[src/rtl/fork_table_arbiter_pkg.sv]
// Shared types and ring-index helpers for the fork table arbiter.
// A philosopher i eats with fork i on its left and fork i-1 (mod N) on its right.
package fork_table_arbiter_pkg;

  typedef enum logic [1:0] {
    IDLE    = 2'd0,
    WAITING = 2'd1,
    EATING  = 2'd2
  } slot_state_t;

  localparam int N_DEFAULT            = 8;
  localparam int MAX_EAT_DEFAULT      = 15;
  localparam int STARVE_LIMIT_DEFAULT = 31;

  function automatic int left_fork(input int i);
    return i;
  endfunction

  function automatic int right_fork(input int i, input int n);
    return (i == 0) ? (n - 1) : (i - 1);
  endfunction

endpackage

[src/rtl/fork_table_arbiter_slot.sv]
// One philosopher slot: IDLE/WAITING/EATING state, eat and wait counters,
// the forced-revoke pulse and the sticky starvation flag.
module fork_slot
  import fork_table_arbiter_pkg::*;
#(
  parameter int MAX_EAT      = MAX_EAT_DEFAULT,
  parameter int STARVE_LIMIT = STARVE_LIMIT_DEFAULT
) (
  input  logic clk,
  input  logic reset,
  input  logic req,
  input  logic done,
  input  logic alloc,
  output logic grant,
  output logic timeout,
  output logic starve
);

  localparam int EAT_W  = $clog2(MAX_EAT + 1);
  localparam int WAIT_W = $clog2(STARVE_LIMIT + 1);

  slot_state_t       state_r, state_s;
  logic [EAT_W-1:0]  eat_cnt_r, eat_cnt_s;
  logic [WAIT_W-1:0] wait_cnt_r, wait_cnt_s;
  logic              grant_r, timeout_r, timeout_s, starve_r, starve_s;

  // Next-state and revoke-pulse decode; done beats the eat limit.
  always_comb begin
    state_s   = state_r;
    timeout_s = 1'b0;
    case (state_r)
      IDLE: begin
        if (req) begin
          state_s = alloc ? EATING : WAITING;
        end else begin
          state_s = IDLE;
        end
      end
      WAITING: begin
        if (alloc) begin
          state_s = EATING;
        end else if (!req) begin
          state_s = IDLE;
        end else begin
          state_s = WAITING;
        end
      end
      EATING: begin
        if (done) begin
          state_s = IDLE;
        end else if (eat_cnt_r == EAT_W'(MAX_EAT - 1)) begin
          state_s   = IDLE;
          timeout_s = 1'b1;
        end else begin
          state_s = EATING;
        end
      end
      default: state_s = IDLE;
    endcase
  end

  // Counter and starvation-flag updates derived from the state transition.
  always_comb begin
    eat_cnt_s  = '0;
    wait_cnt_s = '0;
    starve_s   = 1'b0;
    if (state_r == EATING && state_s == EATING) begin
      eat_cnt_s = eat_cnt_r + EAT_W'(1);
    end else begin
      eat_cnt_s = '0;
    end
    if (state_r == WAITING && state_s == WAITING) begin
      wait_cnt_s = (wait_cnt_r == WAIT_W'(STARVE_LIMIT)) ? wait_cnt_r : wait_cnt_r + WAIT_W'(1);
    end else begin
      wait_cnt_s = '0;
    end
    if (state_s != WAITING) begin
      starve_s = 1'b0;
    end else if (wait_cnt_s == WAIT_W'(STARVE_LIMIT)) begin
      starve_s = 1'b1;
    end else begin
      starve_s = starve_r;
    end
  end

  // Slot state register.
  always_ff @(posedge clk) begin
    if (reset) begin
      state_r    <= IDLE;
      eat_cnt_r  <= '0;
      wait_cnt_r <= '0;
      grant_r    <= 1'b0;
      timeout_r  <= 1'b0;
      starve_r   <= 1'b0;
    end else begin
      state_r    <= state_s;
      eat_cnt_r  <= eat_cnt_s;
      wait_cnt_r <= wait_cnt_s;
      grant_r    <= (state_s == EATING);
      timeout_r  <= timeout_s;
      starve_r   <= starve_s;
    end
  end

  assign grant   = grant_r;
  assign timeout = timeout_r;
  assign starve  = starve_r;

endmodule

[src/rtl/fork_table_arbiter.sv]
// Ring-table fork arbiter: round-robin allocation scan over hungry philosophers,
// fork occupancy map and the rotating priority pointer.
module fork_table_arbiter
  import fork_table_arbiter_pkg::*;
#(
  parameter int N            = N_DEFAULT,
  parameter int MAX_EAT      = MAX_EAT_DEFAULT,
  parameter int STARVE_LIMIT = STARVE_LIMIT_DEFAULT
) (
  input  logic         clk,
  input  logic         reset,
  input  logic [N-1:0] req,
  input  logic [N-1:0] done,
  output logic [N-1:0] grant,
  output logic [N-1:0] fork_busy,
  output logic [N-1:0] timeout,
  output logic [N-1:0] starve
);

  localparam int PTR_W = $clog2(N);

  logic [PTR_W-1:0] rr_ptr_r, rr_ptr_s;
  logic [N-1:0]     alloc_s, claim_s, busy_s;

  // Fork f is held by philosopher f (left) or philosopher f+1 (right).
  always_comb begin
    busy_s = '0;
    for (int f = 0; f < N; f++) begin
      busy_s[f] = grant[f] | grant[(f + 1) % N];
    end
  end

  // Allocation scan starting at rr_ptr; only registered occupancy is consulted,
  // so forks freed this edge are not handed over until the next one.
  always_comb begin
    int   k;
    int   lf;
    int   rf;
    logic hit;
    k        = 0;
    lf       = 0;
    rf       = 0;
    hit      = 1'b0;
    alloc_s  = '0;
    claim_s  = '0;
    rr_ptr_s = rr_ptr_r;
    for (int j = 0; j < N; j++) begin
      k   = int'(rr_ptr_r) + j;
      k   = (k >= N) ? (k - N) : k;
      lf  = left_fork(k);
      rf  = right_fork(k, N);
      hit = req[PTR_W'(k)] & ~grant[PTR_W'(k)]
          & ~busy_s[PTR_W'(lf)] & ~busy_s[PTR_W'(rf)]
          & ~claim_s[PTR_W'(lf)] & ~claim_s[PTR_W'(rf)];
      alloc_s[PTR_W'(k)]  = alloc_s[PTR_W'(k)] | hit;
      claim_s[PTR_W'(lf)] = claim_s[PTR_W'(lf)] | hit;
      claim_s[PTR_W'(rf)] = claim_s[PTR_W'(rf)] | hit;
      if (hit) begin
        rr_ptr_s = (k == N - 1) ? '0 : PTR_W'(k + 1);
      end else begin
        rr_ptr_s = rr_ptr_s;
      end
    end
  end

  // Round-robin pointer register.
  always_ff @(posedge clk) begin
    if (reset) begin
      rr_ptr_r <= '0;
    end else begin
      rr_ptr_r <= rr_ptr_s;
    end
  end

  for (genvar g = 0; g < N; g++) begin : g_slot
    fork_slot #(
      .MAX_EAT      (MAX_EAT),
      .STARVE_LIMIT (STARVE_LIMIT)
    ) u_slot (
      .clk     (clk),
      .reset   (reset),
      .req     (req[g]),
      .done    (done[g]),
      .alloc   (alloc_s[g]),
      .grant   (grant[g]),
      .timeout (timeout[g]),
      .starve  (starve[g])
    );
  end

  assign fork_busy = busy_s;

endmodule

[config.mk]
export PLATFORM = sky130hd
export DESIGN_NAME = fork_table_arbiter
export DESIGN_NICKNAME = d
export VERILOG_FILES = /design/src/rtl/fork_table_arbiter_pkg.sv /design/src/rtl/fork_table_arbiter_slot.sv /design/src/rtl/fork_table_arbiter.sv
export SDC_FILE = /design/constraint.sdc
export NUM_CORES = 1
export LEC_CHECK = 0
export BUFFER_PORTS_ARGS = -buffer_cell sky130_fd_sc_hd__buf_4
export CORE_ASPECT_RATIO = 0.75
export CORE_MARGIN = 4
export CORE_UTILIZATION = 35
export CTS_BUF_LIST = sky130_fd_sc_hd__clkbuf_4 sky130_fd_sc_hd__clkbuf_8 sky130_fd_sc_hd__clkbuf_16
export DETAILED_ROUTE_END_ITERATION = 10
export SLEW_MARGIN = 25
export SYNTH_ARGS = -nofsm -noshare
export SYNTH_HDL_FRONTEND = slang
export SYNTH_SLANG_ARGS = --single-unit
[constraint.sdc]
create_clock -name clk -period 9.6 [get_ports clk]
set_input_delay 0.48 -clock clk [delete_from_list [all_inputs] [get_ports clk]]
set_output_delay 0.48 -clock clk [all_outputs]
set_load 0.02 [all_outputs]
; Yosys cells after proc, flatten, opt, wreduce, memory -nomap -nowiden
; Memory sizes are Yosys's and may differ from the RTL's.
; Index checks and enable logic that the tools add are counted.
; W data, S select, Z words.
[word_totals]
register_bits = 115
latchBits = 0
ramBits = 0
romBits = 16
in_bits = 18
out_inout_bits = 32
wordCells = 753
mem_count = 2
[memory_table]
columns = name, depth, word_bits, read_ports, rd_clocked_by_memory_dff, write_ports, line
row1 = (no name shown), 8, 1, 1, 0, 0, fork_table_arbiter.sv:56  ; claim_s[PTR_W'(lf)] = claim_s[PTR_W'(lf)] | hit;
row2 = (no name shown), 8, 1, 1, 0, 0, fork_table_arbiter.sv:54  ; & ~claim_s[PTR_W'(lf)] & ~claim_s[PTR_W'(rf)];
[classes]
add_sub_neg = 47
mul = 0
div_mod_pow = 0
magnitude_cmp = 39
n_eq_ne = 72
shifts = 0
mux = 346
bitwise = 126
n_reduce_logical = 72
[op_table]
columns = op, n
row1 = $eq A32 B4 Y1 const B, 8
row2 = $logic_not A32 Y1, 8
row3 = $mux W32, 8
row4 = $bmux W1 S3, 60
row5 = $bwmux W8, 20
row6 = $mux W1, 155
row7 = $eq A5 B5 Y1 const B, 16
row8 = $lt A3 B5 Y1 const B, 16
row9 = $mux W2, 40
row10 = $mux W5, 16
row11 = $mux W3, 24
row12 = $not A1 Y1, 56
row13 = $pmux W2 S3, 8
row14 = $demux W1 S3, 15
row15 = $ge A3 B1 Y1 const B, 15
row16 = $add A5 B1 Y5 const B, 8
row17 = $and A1 B1 Y1, 40
row18 = $sub A4 B4 Y5 const B, 7
row19 = $add A4 B1 Y4 const B, 8
row20 = $eq A2 B1 Y1 const B, 16
row21 = $eq A2 B2 Y1 const B, 16
row22 = $eq A4 B4 Y1 const B, 8
row23 = $reduce_or A2 Y1, 16
row24 = $logic_and A1 B1 Y1, 31
row25 = 14 further kinds, 87

; Longest topological paths before layout
[logic_depth]
word_depth = 111
ltp_mapped = 35
depth_no_buf = 27

; Cells and area by module
; A second synthesis with hierarchy kept.
[hier_totals]
hier_cells = 1361
hier_area_um2 = 10631.4
[by_module_without_submodules]
columns = mod, n_inst, cells_per_inst, area_each_um2, seq_area_each_um2
row1 = fork_table_arbiter, 1, 881, 6047.0, 60.1
row2 = fork_slot, 8, 60, 573.0, 280.3

; Worst setup path after synthesis
; Ideal clock, no wire load.
[synth_timing]
kind = reg-to-reg
from = register rr_ptr_r[0]
to = register rr_ptr_r[0]
setup_ns = 0.123
arrival_time_ns = 7.700
required_time_ns = 9.477
slack_ns = 1.777
path_stages_with_launch = 34
n_path_buf = 7
period_less_slack_ns = 7.823
cell_sequence = dfxtp_1 -> buf_6 -> buf_6 -> buf_6 -> inv_2 -> clkbuf_1 -> buf_1 -> ha_1 -> ha_1 -> inv_1 -> clkbuf_1 -> ha_1 -> nor2_1 -> mux4_2 -> a211o_1 -> nor2_1 -> a32oi_1 -> nor4_4 -> o21a_1 -> buf_6 -> a21boi_2 -> or3_4 -> a31o_1 -> a32o_1 -> a211oi_4 -> nor4_4 -> a211o_1 -> nand2b_1 -> o2bb2ai_2 -> a211oi_2 -> o21ai_2 -> a211o_1 -> nor3_2 -> mux2_1
[synth_between]
elab_chain_cells = 103
elab_cells_between_ends = 431
cone_classes = add/sub (31) / order compare (36) / eq/ne (8) / mux (236) / bitwise (95) / reduce/logical (23) / memory (2)
[synth_rtl]
columns = item, line
row1 = "start, declared", fork_table_arbiter.sv:22  ; logic [PTR_W-1:0] rr_ptr_r, rr_ptr_s;
row2 = "start signal, assigned", fork_table_arbiter.sv:71  ; rr_ptr_r <= rr_ptr_s;
row3 = $sub A3 B4 Y5 / $ge A3 B4 Y1 (equally long branches), fork_table_arbiter.sv:49  ; k = (k >= N) ? (k - N) : k;
row4 = $mux W32, fork_table_arbiter.sv:49
row5 = "$sub A3 B2 Y3, or another cell as far along", fork_table_arbiter_pkg.sv:20  ; return (i == 0) ? (n - 1) : (i - 1);
row6 = $mux W3 / $mux W1 (equally long branches), "fork_table_arbiter_pkg.sv:20, fork_table_arbiter.sv:52"
row7 = $bmux W1 S3 / $mux W1 (equally long branches), "fork_table_arbiter.sv:53, fork_table_arbiter.sv:52"
row8 = $mux W1 (implied by the code) / $not A1 Y1 (equally long branches), "fork_table_arbiter.sv:53, fork_table_arbiter.sv:52"
row9 = $mux W1 (implied by the code) / $and A1 B1 Y1 (equally long branches), "fork_table_arbiter.sv:53, fork_table_arbiter.sv:52"
row10 = $not A1 Y1 / $and A1 B1 Y1 (equally long branches), fork_table_arbiter.sv:53  ; & ~busy_s[PTR_W'(lf)] & ~busy_s[PTR_W'(rf)]
row11 = [... 84 more ...], n/a
row12 = $mux W1 (implied by the code) (2 in series), fork_table_arbiter.sv:57  ; claim_s[PTR_W'(rf)] = claim_s[PTR_W'(rf)] | hit;
row13 = $or A1 B1 Y1, fork_table_arbiter.sv:57
row14 = $bwmux W8, fork_table_arbiter.sv:57
row15 = $bmux W1 S3, n/a
row16 = $mux W1 (2 in series), n/a
row17 = $not A1 Y1, fork_table_arbiter.sv:54
row18 = $and A1 B1 Y1 (2 in series), fork_table_arbiter.sv:54
row19 = $reduce_bool A8 Y1 (no line) / $mux W3 (equally long branches), n/a
; Several ways; a longest one is shown, not always the timed one. The select of a mux whose other input is x is not followed.
; A chain may end at the register's enable or synchronous reset.

; Worst setup path after layout
; Same ends and word-level chain as after synthesis.

==> impl_metrics.yaml <==
outcome:
  status: "finished, final reports clean"
cts:
  cts_max_path_buffers: 2
  ctsResizeCount: 0
  cts_setup_buffers: 0
  htreeDepth: 4
  clkTransAtPathRegs_ns: 0.05
  cts_tree: "yes"
  cts.sinks: 115
  cts_buffers: 17
  clock_latency_ns: 0.40
  cts_root_buf: "clkbuf_16"
  hold_buffers: 0
yosys:
  netlist-cell-type-count: 108
  yosys.area_share.adder_pct: 5.963
  yosysTopAreaCell: "dfxtp_1"
  synth_area_leaders: "dfxtp_1 (22%), nor2_1 (6.5%), ha_1 (6.0%)"
  muxShareOfSynthArea_pct: 6.438
  synthXorXnorAreaFrac_pct: 3.493
  synth_top_family_by_area: "simple AND/OR/NAND/NOR gates"
  synth_area_um2: 10280
  synth-simple-area-share_pct: 28.71
  syn_nets: 1414
  yosysTopAreaCellShare_pct: 22.39
  yosysSeqAreaShare_pct: 22.39
  synth_edf_count: 0
  synthArstFlopShare_pct: 0
  synth_warnings: 0
  avgSynthCellArea_um2: 7.633
  synth_compound_area_share_pct: 27.31
  ys_ff_latch: 115
  synth-main-ff-cell: "dfxtp_1"
  synth_cells: 1347
worst_setup_path:
  crit_path_end_kind: "flop"
  reg2reg_to: "rr_ptr_r[0]"
  rrSetupSlack_ns: 0.60
  crit_required_ns: 9.88
  crit_arrival_ns: 9.28
  crit_type: "reg -> reg"
  crit_fanout: 21
  r2r_cells: 27
  cp-start-kind: "flop"
  regToRegStartpoint: "rr_ptr_r[0]"
finish:
  area_growth_pct: 12.63
  fin_cells: 1771
  nNetsFinal: 1435
  num_antenna_cells: 0
  nFillCells: 2951
  design_area_um2: 11580
  drive_above_1_share_pct: 13.78
detailed_routing:
  wl_per_cell_um: 21.95
  detail_route.iter0.violations: 1486
  first_pass_iters: 7
  drcViolationCount: 0
  antenna_left: 0
  vias: 10910
  vias_per_cell: 6.158
  wl_um: 38870
placement:
  io_buffers: 49
  gp_congestion: 1.034
  dp_hpwl_um: 29990
  numPlacedInstances: 1741
  place_area_um2: 10920
worst_hold_path:
  min_to: "g_slot[7].u_slot.timeout"
  worstHoldStart: "done[7]"
  holdCritPathClass: "in -> reg"
  holdPathStages: 3
timing:
  worst_slew_pin_slew_ns: 1.068
  period_share_pct: 93.79
  slew_headroom_pct: 28.47
  skew_ns: 0.01274
  hold_viol: 0
  setup_viol: 0
  maxSlewViolCount: 0
  fin_tns_setup_ns: 0
  rsz0062_at_grt: "false"
  max_freq_mhz: 111.1
  min_period_ns: 9.003
floorplan:
  floorplan.die_area_um2: 32210
  die_y_um: 156.4
  initial_utilization_pct: 35.47
  chipWidth_um: 205.9
  row_count: 54
  io_pins: 50
  core_area_um2: 28990
grt:
  grt_max_degree: 56
  gr-total-overflow: 0
  grt.total_usage_pct: 23.67
  antenna_found_initial: 2
  grt_pass1_wl_um: 60180
  grt_pass1_vias: 10110
job:
  maxCapViolCount: 0
[flip-flops by register name, indices dropped and copies added (netlist names)]
| signal | count |
|---|---|
| g_slot.u_slot.wait_cnt_r | 40 |
| g_slot.u_slot.eat_cnt_r | 32 |
| g_slot.u_slot.state_r | 16 |
| g_slot.u_slot.grant | 8 |
| g_slot.u_slot.starve | 8 |
| g_slot.u_slot.timeout | 8 |
| rr_ptr_r | 3 |
[through the flow]
step | setup WS (ns) | util (%) | hold slack (ns)
6_report | 0.5966 | 39.95 | 0.3580
2_1_floorplan | 1.777 | - | 0.4297
3_3_place_gp | 0.9123 | 37.68 | 0.4451
3_5_place_dp | 0.8734 | 37.68 | 0.4525
4_1_cts | 0.7891 | 39.91 | 0.3465
5_1_grt | 0.06141 | 39.95 | 0.3682
[cell type report]
type                            instances  area [µm²]  area share, %
Clock buffer                           21       467.9          4.041
Clock inverter                          9       178.9          1.545
Inverter                               41       153.9          1.329
Multi-Input combinational cell       1116        7407          63.97
Sequential cell                       115        2303          19.89
Tap cell                              392       490.5          4.236
Timing Repair Buffer                   77       578.1          4.992
[Yosys cell counts (13+ instances only)]
master and number:
a211oi_1 22, a21oi_1 71, a31oi_1 23, and2_1 14, and3_1 23, buf_4 25, clkbuf_1 28, dfxtp_1 115
ha_1 49, inv_1 38, mux2i_1 29, mux4_2 13, nand2_1 143, nand2b_1 15, nand3_1 67, nand4_1 19
nor2_1 177, nor2b_1 18, nor3_1 39, o211ai_1 18, o21a_1 15, o21ai_0 65, o22ai_1 13, xnor2_1 26
xor2_1 15
[metal layers]
layer  GRT usage, %  vias to the layer above  share of wire [%]  wire length, µm
met5              0                        -              0.028               11
met4          5.700                        2                2.3              875
met3          7.251                       81                 13             5151
met2          33.40                      695                 40            15670
met1          35.06                     5103                 44            17160
li1               -                     5024                  -                -
[worst max-delay path: stages, from the launching register on]
cell and delay (ns):
dfxtp_2 0.64, inv_2 0.22, ha_1 0.34, ha_1 0.46, nand3_1 0.20, a2111o_1 0.48, a31oi_4 0.52, nand2_2 0.18
a311o_1 0.36, o22a_2 0.32, a311oi_2 0.37, nor4_2 0.13, o21ai_2 0.46, o211ai_1 0.16, a21oi_2 0.58, and3_1 0.28
and3b_1 0.26, a211oi_4 0.40, nor4_4 0.08, buf_4 0.18, a211o_1 0.38, nand2b_1 0.19, o2bb2ai_2 0.15, mux2i_1 0.16
o221ai_1 0.25, a211o_1 0.39, nor3_2 0.32, mux2_1 0.39
[worst max path at each step]
stage	from	end	slack [ns]	cells past startpoint
6_report	rr_ptr_r[0]	rr_ptr_r[0]	0.60	27
5_1_grt	rr_ptr_r[0]	g_slot[0].u_slot.wait_cnt_r[2]	0.06	26
4_1_cts	rr_ptr_r[0]	g_slot[0].u_slot.wait_cnt_r[0]	0.79	26
3_5_place_dp	rr_ptr_r[0]	g_slot[0].u_slot.wait_cnt_r[0]	0.87	26
3_3_place_gp	rr_ptr_r[0]	rr_ptr_r[0]	0.91	27
2_1_floorplan	rr_ptr_r[0]	rr_ptr_r[0]	1.78	33
[kinds of logic after synthesis]
kind of cell,count (synthesis)
simple gates,592
mux,49
xor+xnor,41
buf+inv,116
fa+ha+maj,49
compound gates,385
flops,115
[placed cells by master, fill, tap and decap left out, types with 12 or more instances in the layout]
master	n
and3_1	23
mux4_2	13
xnor2_1	26
nor3b_1	12
nand2b_1	15
mux2i_1	29
nand3_1	67
inv_1	38
nor2_1	176
xor2_1	15
and2_1	14
a211oi_1	22
nand4_1	19
nor2b_1	18
buf_4	77
dfxtp_1	114
o211ai_1	18
o21ai_0	65
clkbuf_16	17
a21oi_1	71
nor3_1	39
nand2_1	143
a31oi_1	23
o21a_1	15
ha_1	49
o22ai_1	13
Power is left out: the tool's default activity adds up to more than one toggle a clock period on the data nets, which glitch-free logic cannot reach.
